## src/rtl/pc_seq_pkg.sv

```systemverilog
// Shared types and constants for the PC fetch sequencer.
// Holds the sequencer state set, default address width, instruction width and PC step.
package pc_seq_pkg;

    localparam int unsigned ADDR_W  = 64;
    localparam int unsigned INSTR_W = 32;
    localparam int unsigned PC_INC  = 4;

    typedef enum logic [1:0] {
        StFetch = 2'b00,
        StExec  = 2'b01,
        StError = 2'b10
    } seq_state_e;

endpackage

```

## src/rtl/pc_fetch_sequencer_if.sv

```systemverilog
// Instruction-memory, datapath and status signals of the PC fetch sequencer.
// The master modport is the sequencer; the slave modport is memory plus datapath.
interface pc_fetch_sequencer_if #(
    parameter int unsigned ADDR_W = pc_seq_pkg::ADDR_W
);

    logic [ADDR_W-1:0]              StartPC;
    logic                           IMemReq;
    logic [ADDR_W-1:0]              IMemAddr;
    logic                           IMemAck;
    logic [pc_seq_pkg::INSTR_W-1:0] Instr;
    logic [pc_seq_pkg::INSTR_W-1:0] InstrOut;
    logic                           InstrValid;
    logic                           ExecDone;
    logic                           Branch;
    logic                           Uncondbranch;
    logic                           ALUZero;
    logic [ADDR_W-1:0]              SignExtImm64;
    logic                           Stall;
    logic [ADDR_W-1:0]              CurrentPC;
    logic [31:0]                    RetireCount;
    logic                           FetchErr;

    modport master (
        input  StartPC, IMemAck, Instr, ExecDone, Branch, Uncondbranch, ALUZero,
               SignExtImm64, Stall,
        output IMemReq, IMemAddr, InstrOut, InstrValid, CurrentPC, RetireCount, FetchErr
    );

    modport slave (
        output StartPC, IMemAck, Instr, ExecDone, Branch, Uncondbranch, ALUZero,
               SignExtImm64, Stall,
        input  IMemReq, IMemAddr, InstrOut, InstrValid, CurrentPC, RetireCount, FetchErr
    );

endinterface

```

## src/rtl/next_pc_calc.sv

```systemverilog
// Combinational next-PC: word-scaled branch offset when taken, else sequential step.
// Arithmetic wraps modulo 2^ADDR_W; result stays word aligned.
module next_pc_calc #(
    parameter int unsigned ADDR_W = pc_seq_pkg::ADDR_W
) (
    input  logic [ADDR_W-1:0] pc_i,
    input  logic [ADDR_W-1:0] imm_i,
    input  logic              branch_i,
    input  logic              uncond_i,
    input  logic              alu_zero_i,
    output logic [ADDR_W-1:0] next_pc_o
);
    import pc_seq_pkg::*;

    logic              take;
    logic [ADDR_W-1:0] offset;
    logic [ADDR_W-1:0] sum;

    always_comb begin
        take      = uncond_i | (branch_i & alu_zero_i);
        offset    = take ? (imm_i << 2) : ADDR_W'(PC_INC);
        sum       = pc_i + offset;
        next_pc_o = sum & ~ADDR_W'(3);
    end

endmodule

```

## src/rtl/pc_fetch_sequencer.sv

```systemverilog
// Fetch/execute sequencer: requests an instruction at CurrentPC, holds it for the
// datapath, then advances the PC; a fetch that never gets acknowledged locks up in error.
module pc_fetch_sequencer #(
    parameter int unsigned TIMEOUT = 15,
    parameter int unsigned ADDR_W  = pc_seq_pkg::ADDR_W
) (
    input logic                 CLK,
    input logic                 Reset_L,
    pc_fetch_sequencer_if.master bus
);
    import pc_seq_pkg::*;

    localparam int unsigned       CntW     = $clog2(TIMEOUT + 1);
    localparam logic [CntW-1:0]   WaitLast = CntW'(TIMEOUT - 1);

    seq_state_e           state_q, state_d;
    logic [ADDR_W-1:0]    pc_q, pc_d;
    logic [CntW-1:0]      wait_cnt_q, wait_cnt_d;
    logic [31:0]          retire_q, retire_d;
    logic [INSTR_W-1:0]   instr_q, instr_d;
    logic                 fetch_err_q, fetch_err_d;
    logic [ADDR_W-1:0]    next_pc;

    next_pc_calc #(
        .ADDR_W(ADDR_W)
    ) u_next_pc (
        .pc_i       (pc_q),
        .imm_i      (bus.SignExtImm64),
        .branch_i   (bus.Branch),
        .uncond_i   (bus.Uncondbranch),
        .alu_zero_i (bus.ALUZero),
        .next_pc_o  (next_pc)
    );

    always_ff @(posedge CLK) begin
        if (!Reset_L) begin
            state_q     <= StFetch;
            pc_q        <= bus.StartPC & ~ADDR_W'(3);
            wait_cnt_q  <= '0;
            retire_q    <= '0;
            instr_q     <= '0;
            fetch_err_q <= 1'b0;
        end else begin
            state_q     <= state_d;
            pc_q        <= pc_d;
            wait_cnt_q  <= wait_cnt_d;
            retire_q    <= retire_d;
            instr_q     <= instr_d;
            fetch_err_q <= fetch_err_d;
        end
    end

    always_comb begin
        state_d     = state_q;
        pc_d        = pc_q;
        wait_cnt_d  = wait_cnt_q;
        retire_d    = retire_q;
        instr_d     = instr_q;
        fetch_err_d = fetch_err_q;

        case (state_q)
            StFetch: begin
                // An ack in the last allowed wait cycle still wins over the timeout.
                if (bus.IMemAck) begin
                    instr_d    = bus.Instr;
                    state_d    = StExec;
                    wait_cnt_d = '0;
                end else if (wait_cnt_q >= WaitLast) begin
                    state_d     = StError;
                    fetch_err_d = 1'b1;
                end else begin
                    wait_cnt_d = wait_cnt_q + CntW'(1);
                end
            end
            StExec: begin
                if (bus.ExecDone && !bus.Stall) begin
                    pc_d       = next_pc;
                    retire_d   = retire_q + 32'd1;
                    state_d    = StFetch;
                    wait_cnt_d = '0;
                end
            end
            StError: begin
                state_d = StError;
            end
            default: begin
                state_d     = StError;
                fetch_err_d = 1'b1;
            end
        endcase
    end

    // Handshakes are forced low while reset is held so nothing escapes before release.
    assign bus.IMemReq     = Reset_L && (state_q == StFetch);
    assign bus.InstrValid  = Reset_L && (state_q == StExec);
    assign bus.IMemAddr    = pc_q;
    assign bus.CurrentPC   = pc_q;
    assign bus.InstrOut    = instr_q;
    assign bus.RetireCount = retire_q;
    assign bus.FetchErr    = fetch_err_q;

endmodule

```

## src/flat_wrapper.sv

```systemverilog
// flat-port wrapper written by rule: the top's interface ports become plain ports
module pc_fetch_sequencer_flat import pc_seq_pkg::*;
#(
    parameter int unsigned TIMEOUT = 15,
    parameter int unsigned ADDR_W  = pc_seq_pkg::ADDR_W
)
  (CLK, Reset_L, bus_StartPC, bus_IMemAck, bus_Instr, bus_ExecDone, bus_Branch, bus_Uncondbranch, bus_ALUZero, bus_SignExtImm64, bus_Stall, bus_IMemReq, bus_IMemAddr, bus_InstrOut, bus_InstrValid, bus_CurrentPC, bus_RetireCount, bus_FetchErr);
  pc_fetch_sequencer_if #(.ADDR_W(ADDR_W)) bus_i ();
  input logic CLK;
  input logic Reset_L;
  input wire logic [$bits(bus_i.StartPC)-1:0] bus_StartPC;
  input wire logic [$bits(bus_i.IMemAck)-1:0] bus_IMemAck;
  input wire logic [$bits(bus_i.Instr)-1:0] bus_Instr;
  input wire logic [$bits(bus_i.ExecDone)-1:0] bus_ExecDone;
  input wire logic [$bits(bus_i.Branch)-1:0] bus_Branch;
  input wire logic [$bits(bus_i.Uncondbranch)-1:0] bus_Uncondbranch;
  input wire logic [$bits(bus_i.ALUZero)-1:0] bus_ALUZero;
  input wire logic [$bits(bus_i.SignExtImm64)-1:0] bus_SignExtImm64;
  input wire logic [$bits(bus_i.Stall)-1:0] bus_Stall;
  output wire logic [$bits(bus_i.IMemReq)-1:0] bus_IMemReq;
  output wire logic [$bits(bus_i.IMemAddr)-1:0] bus_IMemAddr;
  output wire logic [$bits(bus_i.InstrOut)-1:0] bus_InstrOut;
  output wire logic [$bits(bus_i.InstrValid)-1:0] bus_InstrValid;
  output wire logic [$bits(bus_i.CurrentPC)-1:0] bus_CurrentPC;
  output wire logic [$bits(bus_i.RetireCount)-1:0] bus_RetireCount;
  output wire logic [$bits(bus_i.FetchErr)-1:0] bus_FetchErr;
  assign bus_i.StartPC = bus_StartPC;
  assign bus_i.IMemAck = bus_IMemAck;
  assign bus_i.Instr = bus_Instr;
  assign bus_i.ExecDone = bus_ExecDone;
  assign bus_i.Branch = bus_Branch;
  assign bus_i.Uncondbranch = bus_Uncondbranch;
  assign bus_i.ALUZero = bus_ALUZero;
  assign bus_i.SignExtImm64 = bus_SignExtImm64;
  assign bus_i.Stall = bus_Stall;
  assign bus_IMemReq = bus_i.IMemReq;
  assign bus_IMemAddr = bus_i.IMemAddr;
  assign bus_InstrOut = bus_i.InstrOut;
  assign bus_InstrValid = bus_i.InstrValid;
  assign bus_CurrentPC = bus_i.CurrentPC;
  assign bus_RetireCount = bus_i.RetireCount;
  assign bus_FetchErr = bus_i.FetchErr;
  pc_fetch_sequencer #(.TIMEOUT(TIMEOUT), .ADDR_W(ADDR_W)) u_core (.CLK(CLK), .Reset_L(Reset_L), .bus(bus_i));
endmodule
```

## config.mk

```make
export PLATFORM = sky130hd
export DESIGN_NAME = pc_fetch_sequencer_flat
export DESIGN_NICKNAME = d
export VERILOG_FILES = /design/src/rtl/pc_seq_pkg.sv /design/src/rtl/pc_fetch_sequencer_if.sv /design/src/rtl/next_pc_calc.sv /design/src/rtl/pc_fetch_sequencer.sv /design/src/flat_wrapper.sv
export SDC_FILE = /design/constraint.sdc
export NUM_CORES = 1
export LEC_CHECK = 0
export CORE_MARGIN = 2
export CORE_UTILIZATION = 32
export CTS_CLUSTER_DIAMETER = 100
export DETAILED_ROUTE_END_ITERATION = 8
export PLACE_DENSITY = 0.7
export SLEW_MARGIN = 0
export SYNTH_ARGS = -nofsm -noshare
export SYNTH_HDL_FRONTEND = slang
export SYNTH_SLANG_ARGS = --single-unit
```

## constraint.sdc

```tcl
create_clock -name CLK -period 4.5 [get_ports CLK]
set_clock_uncertainty 0.2 [all_clocks]
set_input_delay 0.9 -clock CLK [delete_from_list [all_inputs] [get_ports CLK]]
set_output_delay 0.9 -clock CLK [all_outputs]
set_load 0.02 [all_outputs]
```

==> out/metrics.cfg <==
[synthesis]
synth_cells = 1233
ys_seq_elements = 133
yosysMostFrequentCell = nand2_1
async_reset_ff_share_pct = 0
ys_warn_count = 0
synth.avg_cell_area_um2 = 8.33
yosys-top-cells-count = nand2_1, a21oi_1, nor2_1, dfxtp_1, nor2b_1
ys_seq_area_share_pct = 32.0
synth_area_leaders = edfxtp_1, dfxtp_1, ha_1, nand2_1, a21oi_1
ys_types = 73
yosys_most_used_dff = dfxtp_1
synth_edf_count = 62
netlist.area_leader.share_pct = 18.1
netlist_area_um2 = 10300
synth_top_area_cell = edfxtp_1

[cells_and_area]
syn2layout_area_growth_pct = 51.9
multi_input_area_um2 = 6200
final_area_um2 = 15600
regArea_um2 = 3280
final_nets = 1903
final_util_pct = 49.4
drive_gt1_share_pct = 16.5
fillers = 3025
num_antenna_cells = 0

[floorplanning]
core_um2 = 31600
dieArea_um2 = 33600
start_util_pct = 32.6
num_rows = 65
die_y_um = 183
ios = 363
die_w_um = 183

[critical_path]
reg2reg_from = u_core.bus.CurrentPC[2]
critPathRequiredTime_ps = 4480
crit_arrival_ps = 4320
cp-end-kind = flop
worstSetupPathType = in -> reg
start_kind = input pin
r2r_cells = 12
path_max_fanout = 24
ff2ff_setup_slack_ps = 1030
reg2reg_to = u_core.bus.CurrentPC[40]

[timing]
final_max_slew_viol_count = 0
setup_violations = 0
worst_pin_slew_ps = 1120
hold_viol_final = 0
period_needed_ps = 4350
fin_crit_sh_pct = 96.6
relSlewSlack_pct = 25.0
fmax_mhz = 230

[cts]
clockRootBuffer = clkbuf_16
cts.hold.buffers_added = 0
clockBufferDepth = 2
numCtsBuffers = 17
clk_pin_slew_ps = 60
cts_setup_buffers = 0
cts_max_level = 4
cts_resized = 1
worstSkewPairLatency_ps = 430
cts_tree = built
cts.sinks = 133

[grt]
grt_usage_pct = 20.4
first_global_vias = 10417
grt_start_max_net_pins = 69
grt_pass1_wl_um = 54500
grt-ovfl-total = 0
busiest_layer = met2
antenna_found_initial = 1
use_met1_pct = 25.1
grt_use_met2_pct = 35.6
use_met3_pct = 5.44

[pwr]
powerDensity_nw_per_um2 = 368
p_clk_share_pct = 24.2
irDropWorstVdd_uv = 191
power.internal_mw = 3.61
leakagePower_nw = 6.36
switching_share_pct = 37.3
seq_power_share_pct = 27.4
p_comb_share_pct = 48.4
p_switching_mw = 2.14

[detailed_routing]
viasPerCell = 5.13
dr.pass1.iters = 6
ant_nets = 0
drcViolationCount = 0
wirelength_um = 35400
via_count = 10682
avgRoutedWirePerCell_um = 17.0
drt_iter0_markers = 843

[hold_path]
hold-path-cell-count = 2
min_to = u_core.bus.InstrOut[6]
holdCritPathClass = reg -> reg
hp-start = u_core.bus.InstrOut[6]

[flow_run]
cap_violations = 0

[outcome]
run_status = complete, no violations

[placement]
place_area_um2 = 15000
gp_congestion = 0.915
hpwlAfterDp_um = 28000
io_buffers = 354

[worst max-delay path, stage by stage]
cell and delay (ps):
clkdlybuf4s50_1 450, a21oi_4 170, buf_6 230, buf_8 220, buf_6 200, nor2b_1 70
ha_1 320, a21oi_1 170, o21ai_0 160, a21oi_1 180, o21ai_0 110, a31oi_1 290
buf_4 180, a21oi_2 70, or3_1 360, a31o_1 220
[worst max-delay path by stage]
stage	start	endpoint	slack, ps	cells past startpoint
floorplan	bus_Branch	u_core.bus.CurrentPC[28]	200	13
global placement	bus_Branch	u_core.bus.CurrentPC[59]	-400	16
detailed placement	bus_Branch	u_core.bus.CurrentPC[59]	-450	16
CTS	bus_Branch	u_core.bus.CurrentPC[59]	50	16
global route	bus_Branch	u_core.bus.CurrentPC[55]	-40	16
finish	bus_Branch	u_core.bus.CurrentPC[59]	150	16
[layer usage]
metal  wire (µm)  vias to the layer above  part of all wire (%)
met2       17100                      383                    48
met1       15200                     5051                    43
li1            -                     5218                     -
met4         403                        2                   1.1
met3        2590                       28                   7.3
met5          13                        -                 0.037
[area by class of cell]
cell class | count | area share (%)
timing repair buffer | 539 | 31.8
multi-input combinational | 951 | 39.7
sequential | 133 | 21.0
tap | 402 | 3.22
clock buffer | 20 | 3.07
inverter | 26 | 0.633
clock inverter | 12 | 0.569
[state kept, by name, indices dropped and copies added (netlist names)]
name and flops:
u_core.bus.InstrOut 32, u_core.bus.FetchErr 1, u_core.wait_cnt_q 4, u_core.bus.RetireCount 32, u_core.state_q 2, u_core.bus.CurrentPC 62
[per-stage QoR]
stage          std cells  worst slack [ps]  power [mW]  TNS [ps]  hold slack [ps]
2_1_floorplan       1236               199        3.17         0              257
5_1_grt             2083             -38.1        6.06     -38.1              276
3_5_place_dp        2051              -450        4.35    -10220              246
4_1_cts             2083              49.6        5.78         0              255
6_report            2083               154        5.75         0              253
3_3_place_gp        2051              -401        4.31     -9000              240
[logic make-up (layout without fill, tap and decap cells)]
kind of cell               Yosys count  count (layout)  share of synthesized area [%]
and+or+nand+nor                    447             447                           20.9
AOI/OAI and AO/OA                  324             324                           20.4
buffers and inverters              152             597                           8.21
DFF                                133             133                           32.0
xor gates and xnor gates            70              70                           5.97
adders and majority gates           67              67                           8.23
muxes                               39              39                           4.25
other                                1               4                         0.0365
[layout by cell type, fill, tap and decap left out, types with 9 or more instances in the layout]
cell type / netlist / layout
nor2b_1: 71 / 71
nor2_1: 82 / 82
nand4_1: 23 / 23
a21oi_1: 121 / 120
ha_1: 66 / 66
xnor2_1: 34 / 34
and3_1: 14 / 14
o21ai_0: 38 / 38
clkdlybuf4s50_1: 0 / 353
a31oi_1: 13 / 13
nand3_1: 27 / 27
xor2_1: 36 / 36
clkbuf_16: 0 / 19
edfxtp_1: 62 / 62
a21o_1: 33 / 33
inv_1: 25 / 25
buf_4: 68 / 181
o21a_1: 13 / 13
o21bai_1: 16 / 16
dfxtp_1: 71 / 71
o21ai_1: 12 / 12
nand2_1: 170 / 169
mux2_2: 37 / 37
nor3_1: 19 / 19
o211ai_1: 9 / 9
[power by group through the flow]
stage	logic, mW	clock network, mW	registers, mW
6_report	2.78	1.39	1.57
5_1_grt	3.00	1.47	1.59
4_1_cts	2.77	1.43	1.58
3_5_place_dp	2.75	0	1.60
3_3_place_gp	2.72	0	1.59
2_1_floorplan	1.45	0	1.72
Power figures use the tool's default switching activity.
